<file path="src/rtl/rom_burst_arbiter_if.sv">
// Bundles the requester, read-stream and rom signals of rom_burst_arbiter.
// Latency: none (wiring only).
// Backpressure: carried by rd_ready_i; requests are held until granted.
interface rom_burst_arbiter_if #(
    parameter int Width = 8,
    parameter int Depth = 5
);
    logic [1:0]       req_i;
    logic [Depth-1:0] req0_addr_i;
    logic [Depth-1:0] req0_len_i;
    logic             req0_scr_i;
    logic [Depth-1:0] req1_addr_i;
    logic [Depth-1:0] req1_len_i;
    logic             req1_scr_i;
    logic [1:0]       gnt_o;
    logic             busy_o;
    logic [Width-1:0] rd_data_o;
    logic             rd_valid_o;
    logic             rd_ready_i;
    logic             rd_id_o;
    logic             rd_last_o;
    logic             rom_cs_no;
    logic             rom_oe_o;
    logic [Depth-1:0] rom_addr_o;
    logic [Width-1:0] rom_data_i;

    modport slave (
        input  req_i, req0_addr_i, req0_len_i, req0_scr_i,
        input  req1_addr_i, req1_len_i, req1_scr_i, rd_ready_i, rom_data_i,
        output gnt_o, busy_o, rd_data_o, rd_valid_o, rd_id_o, rd_last_o,
        output rom_cs_no, rom_oe_o, rom_addr_o
    );

    modport master (
        output req_i, req0_addr_i, req0_len_i, req0_scr_i,
        output req1_addr_i, req1_len_i, req1_scr_i, rd_ready_i, rom_data_i,
        input  gnt_o, busy_o, rd_data_o, rd_valid_o, rd_id_o, rd_last_o,
        input  rom_cs_no, rom_oe_o, rom_addr_o
    );
endinterface

</file>
<file path="src/rtl/rom_burst_arbiter.sv">
// Round-robin burst reader for a shared async rom, one word per cycle on a registered stream.
// Latency: grant 1 cycle after request, first word 2 cycles after request.
// Backpressure: rd_ready_i low freezes rom address and output register; nothing dropped.
module rom_burst_arbiter #(
    parameter int Width = 8,
    parameter int Depth = 5
) (
    input  logic               clk_i,
    input  logic               rst_i,
    rom_burst_arbiter_if.slave bus
);
    typedef enum logic [1:0] {
        IDLE  = 2'd0,
        READ  = 2'd1,
        DRAIN = 2'd2
    } state_t;

    state_t           state_q, state_d;
    logic [Depth-1:0] cur_addr;
    logic [Depth-1:0] remaining;
    logic             scr;
    logic             cur_id;
    logic             last_id;
    logic             grant_vld;
    logic             grant_id;
    logic             load;
    logic             last_word;
    logic [Width-1:0] scr_dat;

    generate
        if (Width == 8) begin : g_scr
            assign scr_dat = {bus.rom_data_i[0], bus.rom_data_i[7], bus.rom_data_i[1], bus.rom_data_i[6],
                              bus.rom_data_i[2], bus.rom_data_i[5], bus.rom_data_i[3], bus.rom_data_i[4]};
        end else begin : g_noscr
            assign scr_dat = bus.rom_data_i;
        end
    endgenerate

    always_comb begin
        // On contention the requester that did not win last time goes next.
        grant_vld      = |bus.req_i;
        grant_id       = (bus.req_i == 2'b11) ? ~last_id : bus.req_i[1];
        load           = ~bus.rd_valid_o | bus.rd_ready_i;
        last_word      = (remaining == '0);
        state_d        = state_q;
        bus.busy_o     = (state_q != IDLE);
        bus.rom_cs_no  = 1'b1;
        bus.rom_oe_o   = 1'b0;
        bus.rom_addr_o = '0;
        unique case (state_q)
            IDLE: begin
                if (grant_vld) state_d = READ;
            end
            READ: begin
                bus.rom_cs_no  = 1'b0;
                bus.rom_oe_o   = 1'b1;
                bus.rom_addr_o = cur_addr;
                if (load && last_word) state_d = DRAIN;
            end
            DRAIN: begin
                if (bus.rd_ready_i) state_d = IDLE;
            end
            default: state_d = IDLE;
        endcase
    end

    always_ff @(posedge clk_i) begin
        if (rst_i) state_q <= IDLE;
        else       state_q <= state_d;
    end

    always_ff @(posedge clk_i) begin
        if (rst_i) begin
            cur_addr       <= '0;
            remaining      <= '0;
            scr            <= 1'b0;
            cur_id         <= 1'b0;
            last_id        <= 1'b1;
            bus.gnt_o      <= 2'b00;
            bus.rd_data_o  <= '0;
            bus.rd_valid_o <= 1'b0;
            bus.rd_id_o    <= 1'b0;
            bus.rd_last_o  <= 1'b0;
        end else begin
            bus.gnt_o <= 2'b00;
            unique case (state_q)
                IDLE: begin
                    if (grant_vld) begin
                        cur_addr  <= grant_id ? bus.req1_addr_i : bus.req0_addr_i;
                        remaining <= grant_id ? bus.req1_len_i  : bus.req0_len_i;
                        scr       <= grant_id ? bus.req1_scr_i  : bus.req0_scr_i;
                        cur_id    <= grant_id;
                        last_id   <= grant_id;
                        bus.gnt_o <= grant_id ? 2'b10 : 2'b01;
                    end
                end
                READ: begin
                    if (load) begin
                        bus.rd_data_o  <= scr ? scr_dat : bus.rom_data_i;
                        bus.rd_valid_o <= 1'b1;
                        bus.rd_id_o    <= cur_id;
                        bus.rd_last_o  <= last_word;
                        if (!last_word) begin
                            cur_addr  <= cur_addr + Depth'(1);
                            remaining <= remaining - Depth'(1);
                        end
                    end
                end
                DRAIN: begin
                    if (bus.rd_ready_i) begin
                        bus.rd_valid_o <= 1'b0;
                        bus.rd_last_o  <= 1'b0;
                    end
                end
                default: ;
            endcase
        end
    end
endmodule

</file>
<file path="src/flat_wrapper.sv">
// flat-port wrapper written by rule: the top's interface ports become plain ports
module rom_burst_arbiter_flat 
#(
    parameter int Width = 8,
    parameter int Depth = 5
)
  (clk_i, rst_i, bus_req_i, bus_req0_addr_i, bus_req0_len_i, bus_req0_scr_i, bus_req1_addr_i, bus_req1_len_i, bus_req1_scr_i, bus_rd_ready_i, bus_rom_data_i, bus_gnt_o, bus_busy_o, bus_rd_data_o, bus_rd_valid_o, bus_rd_id_o, bus_rd_last_o, bus_rom_cs_no, bus_rom_oe_o, bus_rom_addr_o);
  rom_burst_arbiter_if #(.Width(Width), .Depth(Depth)) bus_i ();
  input  logic clk_i;
  input  logic rst_i;
  input wire logic [$bits(bus_i.req_i)-1:0] bus_req_i;
  input wire logic [$bits(bus_i.req0_addr_i)-1:0] bus_req0_addr_i;
  input wire logic [$bits(bus_i.req0_len_i)-1:0] bus_req0_len_i;
  input wire logic [$bits(bus_i.req0_scr_i)-1:0] bus_req0_scr_i;
  input wire logic [$bits(bus_i.req1_addr_i)-1:0] bus_req1_addr_i;
  input wire logic [$bits(bus_i.req1_len_i)-1:0] bus_req1_len_i;
  input wire logic [$bits(bus_i.req1_scr_i)-1:0] bus_req1_scr_i;
  input wire logic [$bits(bus_i.rd_ready_i)-1:0] bus_rd_ready_i;
  input wire logic [$bits(bus_i.rom_data_i)-1:0] bus_rom_data_i;
  output wire logic [$bits(bus_i.gnt_o)-1:0] bus_gnt_o;
  output wire logic [$bits(bus_i.busy_o)-1:0] bus_busy_o;
  output wire logic [$bits(bus_i.rd_data_o)-1:0] bus_rd_data_o;
  output wire logic [$bits(bus_i.rd_valid_o)-1:0] bus_rd_valid_o;
  output wire logic [$bits(bus_i.rd_id_o)-1:0] bus_rd_id_o;
  output wire logic [$bits(bus_i.rd_last_o)-1:0] bus_rd_last_o;
  output wire logic [$bits(bus_i.rom_cs_no)-1:0] bus_rom_cs_no;
  output wire logic [$bits(bus_i.rom_oe_o)-1:0] bus_rom_oe_o;
  output wire logic [$bits(bus_i.rom_addr_o)-1:0] bus_rom_addr_o;
  assign bus_i.req_i = bus_req_i;
  assign bus_i.req0_addr_i = bus_req0_addr_i;
  assign bus_i.req0_len_i = bus_req0_len_i;
  assign bus_i.req0_scr_i = bus_req0_scr_i;
  assign bus_i.req1_addr_i = bus_req1_addr_i;
  assign bus_i.req1_len_i = bus_req1_len_i;
  assign bus_i.req1_scr_i = bus_req1_scr_i;
  assign bus_i.rd_ready_i = bus_rd_ready_i;
  assign bus_i.rom_data_i = bus_rom_data_i;
  assign bus_gnt_o = bus_i.gnt_o;
  assign bus_busy_o = bus_i.busy_o;
  assign bus_rd_data_o = bus_i.rd_data_o;
  assign bus_rd_valid_o = bus_i.rd_valid_o;
  assign bus_rd_id_o = bus_i.rd_id_o;
  assign bus_rd_last_o = bus_i.rd_last_o;
  assign bus_rom_cs_no = bus_i.rom_cs_no;
  assign bus_rom_oe_o = bus_i.rom_oe_o;
  assign bus_rom_addr_o = bus_i.rom_addr_o;
  rom_burst_arbiter #(.Width(Width), .Depth(Depth)) u_core (.clk_i(clk_i), .rst_i(rst_i), .bus(bus_i));
endmodule
</file>
<file path="config.mk">
export PLATFORM = sky130hd
export DESIGN_NAME = rom_burst_arbiter_flat
export DESIGN_NICKNAME = d
export VERILOG_FILES = /design/src/rtl/rom_burst_arbiter_if.sv /design/src/rtl/rom_burst_arbiter.sv /design/src/flat_wrapper.sv
export SDC_FILE = /design/constraint.sdc
export NUM_CORES = 1
export LEC_CHECK = 0
export ABC_AREA = 1
export CAP_MARGIN = 10
export CORE_MARGIN = 8
export CORE_UTILIZATION = 48
export CTS_BUF_LIST = sky130_fd_sc_hd__clkbuf_8 sky130_fd_sc_hd__clkbuf_16
export DETAILED_ROUTE_END_ITERATION = 10
export HOLD_SLACK_MARGIN = 0.15
export PLACE_DENSITY = 0.82
export SYNTH_ARGS = -nofsm -noshare
export SYNTH_HDL_FRONTEND = slang
export SYNTH_SLANG_ARGS = --single-unit
</file>
<file path="constraint.sdc">
create_clock -name clk_i -period 2.6 [get_ports clk_i]
set_input_delay 0.78 -clock clk_i [delete_from_list [all_inputs] [get_ports clk_i]]
set_output_delay 0.78 -clock clk_i [all_outputs]
set_load 0.01 [all_outputs]
</file>
==> results of run 1 <==
-- flip-flops by register name (all words and copies together) (netlist names) --
name and count:
u_core.bus.gnt_o 2, u_core.bus.rd_data_o 8, u_core.bus.rd_id_o 1, u_core.bus.rd_last_o 1, u_core.bus.rd_valid_o 1, u_core.cur_addr 5, u_core.cur_id 1, u_core.last_id 1
u_core.remaining 5, u_core.scr 1, u_core.state_q 2
-- metrics by stage --
stage | total power [µW] | setup slack (ns) | hold slack, ns | instances
2_1_floorplan | 1030 | 1.02 | 0.429 | 240
3_3_place_gp | 1270 | 0.180 | 0.442 | 336
3_5_place_dp | 1280 | 0.103 | 0.442 | 336
4_1_cts | 1510 | 0.139 | 0.466 | 339
5_1_grt | 1630 | 0.0538 | 0.490 | 339
6_report | 1500 | 0.136 | 0.466 | 339
-- kinds of logic (layout without fill, tap and decap cells) --
group                    count (synthesis)  after routing  synth area share
adder cells (fa/ha/maj)                  2              2            0.0156
XOR/XNOR                                 1              1           0.00548
multiplexers                             8              8            0.0501
AO/OA/AOI/OAI                           30             30             0.101
flip-flops                              28             28             0.351
AND/OR/NAND/NOR                        135            135             0.376
buffers and inverters                   36             89             0.101
-- worst max-delay path by stage --
stage | from | cells past startpoint | slack [ns] | to
detailed placement | bus_rd_ready_i | 8 | 0.10 | u_core.cur_addr[1]
global placement | bus_rd_ready_i | 8 | 0.18 | u_core.remaining[1]
CTS | u_core.state_q[1] | 3 | 0.14 | bus_rom_cs_no
global route | u_core.state_q[1] | 4 | 0.05 | bus_rom_addr_o[2]
floorplan | u_core.state_q[1] | 4 | 1.02 | bus_rom_addr_o[0]
finish | u_core.state_q[1] | 3 | 0.14 | bus_rom_cs_no
-- cell usage in the layout, fill, tap and decap left out, drive strengths merged, types with 3 or more instances in the layout --
| master | instances |
|---|---|
| clkdlybuf4s50 | 55 |
| nand2 | 52 |
| nand3b | 9 |
| clkbuf | 3 |
| dfxtp | 28 |
| nor2 | 40 |
| a21oi | 13 |
| mux2i | 8 |
| buf | 6 |
| o21ai | 15 |
| inv | 25 |
| nand3 | 30 |
-- where the power goes --
part / leakage [µW] / total (µW) / switching (µW) / internal [µW]
combinational: 0.000743 / 688 / 371 / 317
clock: 0.0000216 / 227 / 123 / 104
sequential: 0.000232 / 589 / 70.9 / 518
total: 0.000996 / 1500 / 565 / 939
-- worst max-delay path, cell delays in order, from the launching register on --
cell and delay [ns]:
dfxtp_1 0.40, inv_2 0.05, nand2_2 0.33, clkdlybuf4s50_1 0.63
-- final cells by class --
| cell class | instances | area, µm² |
|---|---|---|
| timing repair buffer | 61 | 596 |
| tap | 46 | 57.6 |
| sequential | 28 | 561 |
| clock buffer | 3 | 41.3 |
| multi-input combinational | 176 | 877 |
| inverter | 25 | 93.8 |
| fill | 303 | 1030 |
-- per-layer routing --
metal  GRT usage  wire length, µm  part of all wire  vias to the layer above
li1            -                -                 -                      880
met1       0.203             2030              0.47                      760
met2       0.275             2050              0.48                       37
met3      0.0341              177             0.041                        6
met4      0.0466               49             0.011                        0
met5           0                0                 0                        -
==> flow_summary.ini, run 1 <==
[final_layout]
layout-drive-gt1-share = 0.0614
area_growth_pct = 39.2
stdcell_area_um2 = 2230
final_core_util = 0.683
antenna_cells = 0
nets = 332

[power_and_ir_drop]
power_density_nw_per_um2 = 676
p_leak_uw = 0.000996
peakVddDrop_mv = 0.431

[global_route]
grt_pass1_vias = 1634
grt_max_degree = 23
grt_use_total = 0.163
antenna_found_initial = 0
grt_first_pass_wirelength_um = 7250
grt_overflow = 0

[route]
wirelength_um = 4310
vias_per_cell = 4.96
final_antenna_net_count = 0
drt_first_pass_iters = 4
wire_per_inst_um = 12.7
drc = 0
vias = 1683
dr.first_iter.drc_count = 113

[cts]
cts_buffer_depth = 2
clkSinkCount = 28
cts_resized = 0
hold_buffers = 0
cts_buffers = 3
cts_tree = yes
cts_root_buf = clkbuf_8
path_clk_slew_ns = 0.09
clock_latency_ns = 0.27
cts.htree.levels = 1
cts_setup_buffers = 0

[setup_path]
r2r_end = u_core.remaining[1]
crit-reg2reg-launch = u_core.state_q[1]
reg2reg_setup_slack_ns = 0.76
crit_required_ns = 1.82
cp_data_arrival_time_ns = 1.68
crit_path_start_kind = register
cp-end-kind = primary output
critPathMaxFanout = 21
crit_type = register to primary output
r2r_cells = 8

[yosys]
synth_area_leaders = dfxtp_1 (35%), nand2_1 (12%), nand3_1 (9.4%), nor2_1 (8.9%), inv_1 (5.4%)
ys_seq_elements = 28
syn_nets = 277
ys.flop_type = dfxtp_1
synth_enable_flop_cells = 0
yosysSeqAreaShare = 0.351
yosysMostFrequentCell = nand2_1
syn_inst = 240
avgSynthCellArea_um2 = 6.66
synth_commonest_cells = nand2_1 (50), nor2_1 (38), nand3_1 (30)
yosysUniqueCellTypes = 25
yosys_warnings = 0
synth_area_leader_cell = dfxtp_1
syn-cell-area_um2 = 1600
yosysTopAreaCellShare = 0.351
synthArstFlopShare = 0

[run_status]
status = complete, no violations

[floorplanning]
die-area_um2 = 5430
die_w_um = 73.7
initial_utilization = 0.491
ioPinCount = 56
core_area_um2 = 3260
row_count = 21
die-height_um = 73.7

[worst_hold_path]
hold_path_end = u_core.last_id
hold_class = register to register
min_path_cells = 2
hp-start = u_core.last_id

[placed_design]
gp_congestion = 0.828
hpwl_um = 3310
port_buffers = 55
placed_area_um2 = 2180

[timing]
hold_violations = 0
slew_violations = 0
setup-violations-final = 0
fmax_mhz = 406
finalCritPeriodShare = 0.948
rsz0062_at_grt = false
skew_ns = 0.00676
period_needed_ns = 2.46
slew_headroom = 0.648
worst_slew_pin_slew_ns = 0.527
setup_tns_ns = 0

[flow_run]
drv_cap = 0
No activity file was read; power rests on OpenSTA's default activity.
==> run 2, diff against run 1 <==
Settings changed: CORE_ASPECT_RATIO set to 1.75, CTS_CLUSTER_DIAMETER set to 100.
==> run 2 against run 1 <==
  * Final area grew 0.28%
  * Critical path depth is the same
  * Sequential power is essentially flat
  * Global-route usage grew 0.29 points
  * Non-clock buffer count grew 1
  * Sequential cell count is the same
  * Worst setup slack gained 0.15 ns
  * Worst hold slack gained 0.010 ns
  * Fmax grew 6.3%
  * Register-to-register slack gained 0.14 ns
==> flow_summary.ini, run 2 (synthesized netlist as in run 1, its figures left out) <==
[worst_hold_path]
hp-start = u_core.cur_id
hold_class = register to register

[global_route]
grt_overflow = 0
grt_pass1_vias = 1622
grt_use_total = 0.166
antenna_found_initial = 0
grt_max_degree = 19
grt_first_pass_wirelength_um = 7210

[timing]
setup_tns_ns = 0
worst_slack_ns = 0.281
slew_violations = 0
hold_violations = 0
rsz0062_at_grt = false
fmax_mhz = 431
setup-violations-final = 0
finalCritPeriodShare = 0.892
skew_ns = 0.00256
slew_headroom = 0.709
worst_slew_pin_slew_ns = 0.436
period_needed_ns = 2.32

[placed_design]
placed_area_um2 = 2190
gp_congestion = 0.843
port_buffers = 55
dp_worst_setup_slack_ns = 0.100
hpwl_um = 3640

[final_layout]
area_growth_pct = 39.6
nets = 333
largestRegisters = u_core.bus.rd_data_o: 8 flops, u_core.cur_addr: 5 flops, u_core.remaining: 5 flops
top_register = u_core.bus.rd_data_o
largest_reg_flops = 8
stdcell_area_um2 = 2230
antenna_cells = 0
final_cell_mix = clkdlybuf4s50_1 (55), nand2_1 (50), nor2_1 (38), nand3_1 (30), dfxtp_1 (28)
layout-drive-gt1-share = 0.0646
final_core_util = 0.678
layout_commonest_cell = clkdlybuf4s50_1

[floorplanning]
die-area_um2 = 5510
ioPinCount = 56
die-height_um = 92.4
die_w_um = 59.6
initial_utilization = 0.486
core_area_um2 = 3290
row_count = 28

[route]
drc = 0
wire_per_inst_um = 13.3
dr.first_iter.drc_count = 40
vias = 1713
final_antenna_net_count = 0
wirelength_um = 4500
vias_per_cell = 5.05
drt_first_pass_iters = 4

[cts]
path_clk_slew_ns = 0.09
cts.htree.levels = 1
cts_buffer_depth = 2
hold_buffers = 0
clkSinkCount = 28
cts_setup_buffers = 0
cts_buffers = 3
clock_latency_ns = 0.27
cts_root_buf = clkbuf_8
cts_resized = 0
cts_tree = yes

[run_status]
status = complete, no violations

[setup_path]
crit_type = register to primary output
crit_path_start = u_core.state_q[1]
crit_path_start_kind = register
critPathMaxFanout = 11
cp-end-kind = primary output
crit-reg2reg-launch = u_core.state_q[1]
crit_required_ns = 1.82
cp_data_arrival_time_ns = 1.54

[power_and_ir_drop]
power_density_nw_per_um2 = 679
power_uw = 1520
swShare = 0.379
switching_power_uw = 574
comb_power_share = 0.460
internal_power_uw = 942
power_frac_seq = 0.387
peakVddDrop_mv = 0.608
p_leak_uw = 0.00100
power_frac_clock = 0.154

[flow_run]
drv_cap = 0
run 2: area by class of cell:
cell class | count | area [µm²]
clock buffer | 3 | 41.3
fill | 308 | 1060
inverter | 25 | 93.8
multi-input combinational | 176 | 877
sequential | 28 | 561
tap | 45 | 56.3
timing repair buffer | 62 | 603
run 2: worst paths after layout:
path	depth (start not counted)	slack, ns	to
max	3	0.28	bus_rom_cs_no
min	2	0.48	u_core.cur_id
max reg2reg	8	0.90	u_core.remaining[2]
min reg2reg	2	0.48	u_core.cur_id
run 2: through the flow:
stage / hold slack [ns] / instances
floorplan: 0.429 / 240
global placement: 0.449 / 336
detailed placement: 0.455 / 336
CTS: 0.467 / 339
global route: 0.492 / 339
finish: 0.476 / 339
run 2: per-layer routing:
metal | GRT usage | wire, µm | share of wire | vias to the layer above
met1 | 0.155 | 1720 | 0.38 | 783
met5 | 0 | 0 | 0 | -
met4 | 0.0521 | 55 | 0.012 | 0
li1 | - | - | - | 882
met3 | 0.0333 | 181 | 0.040 | 5
met2 | 0.332 | 2540 | 0.57 | 43
run 2: power by group through the flow:
stage,Combinational [µW],Sequential (µW),Clock (µW)
finish,697,586,233
detailed placement,698,595,0
floorplan,438,591,0
global route,777,596,256
global placement,686,593,0
CTS,703,585,235
run 2: worst max-delay path, stage by stage, from the launching register on:
cell and delay (ns):
dfxtp_1 0.41, inv_2 0.05, nand2_2 0.20, clkdlybuf4s50_1 0.60
==> run 3, diff against run 2 <==
Settings changed: CTS_BUF_LIST sky130_fd_sc_hd__clkbuf_8 sky130_fd_sc_hd__clkbuf_16 to sky130_fd_sc_hd__clkbuf_4 sky130_fd_sc_hd__clkbuf_8 sky130_fd_sc_hd__clkbuf_16, HOLD_SLACK_MARGIN 0.15 to 0.12.
==> results of run 3 <==
Final layout, timing and power as in run 2 (identical DEF).
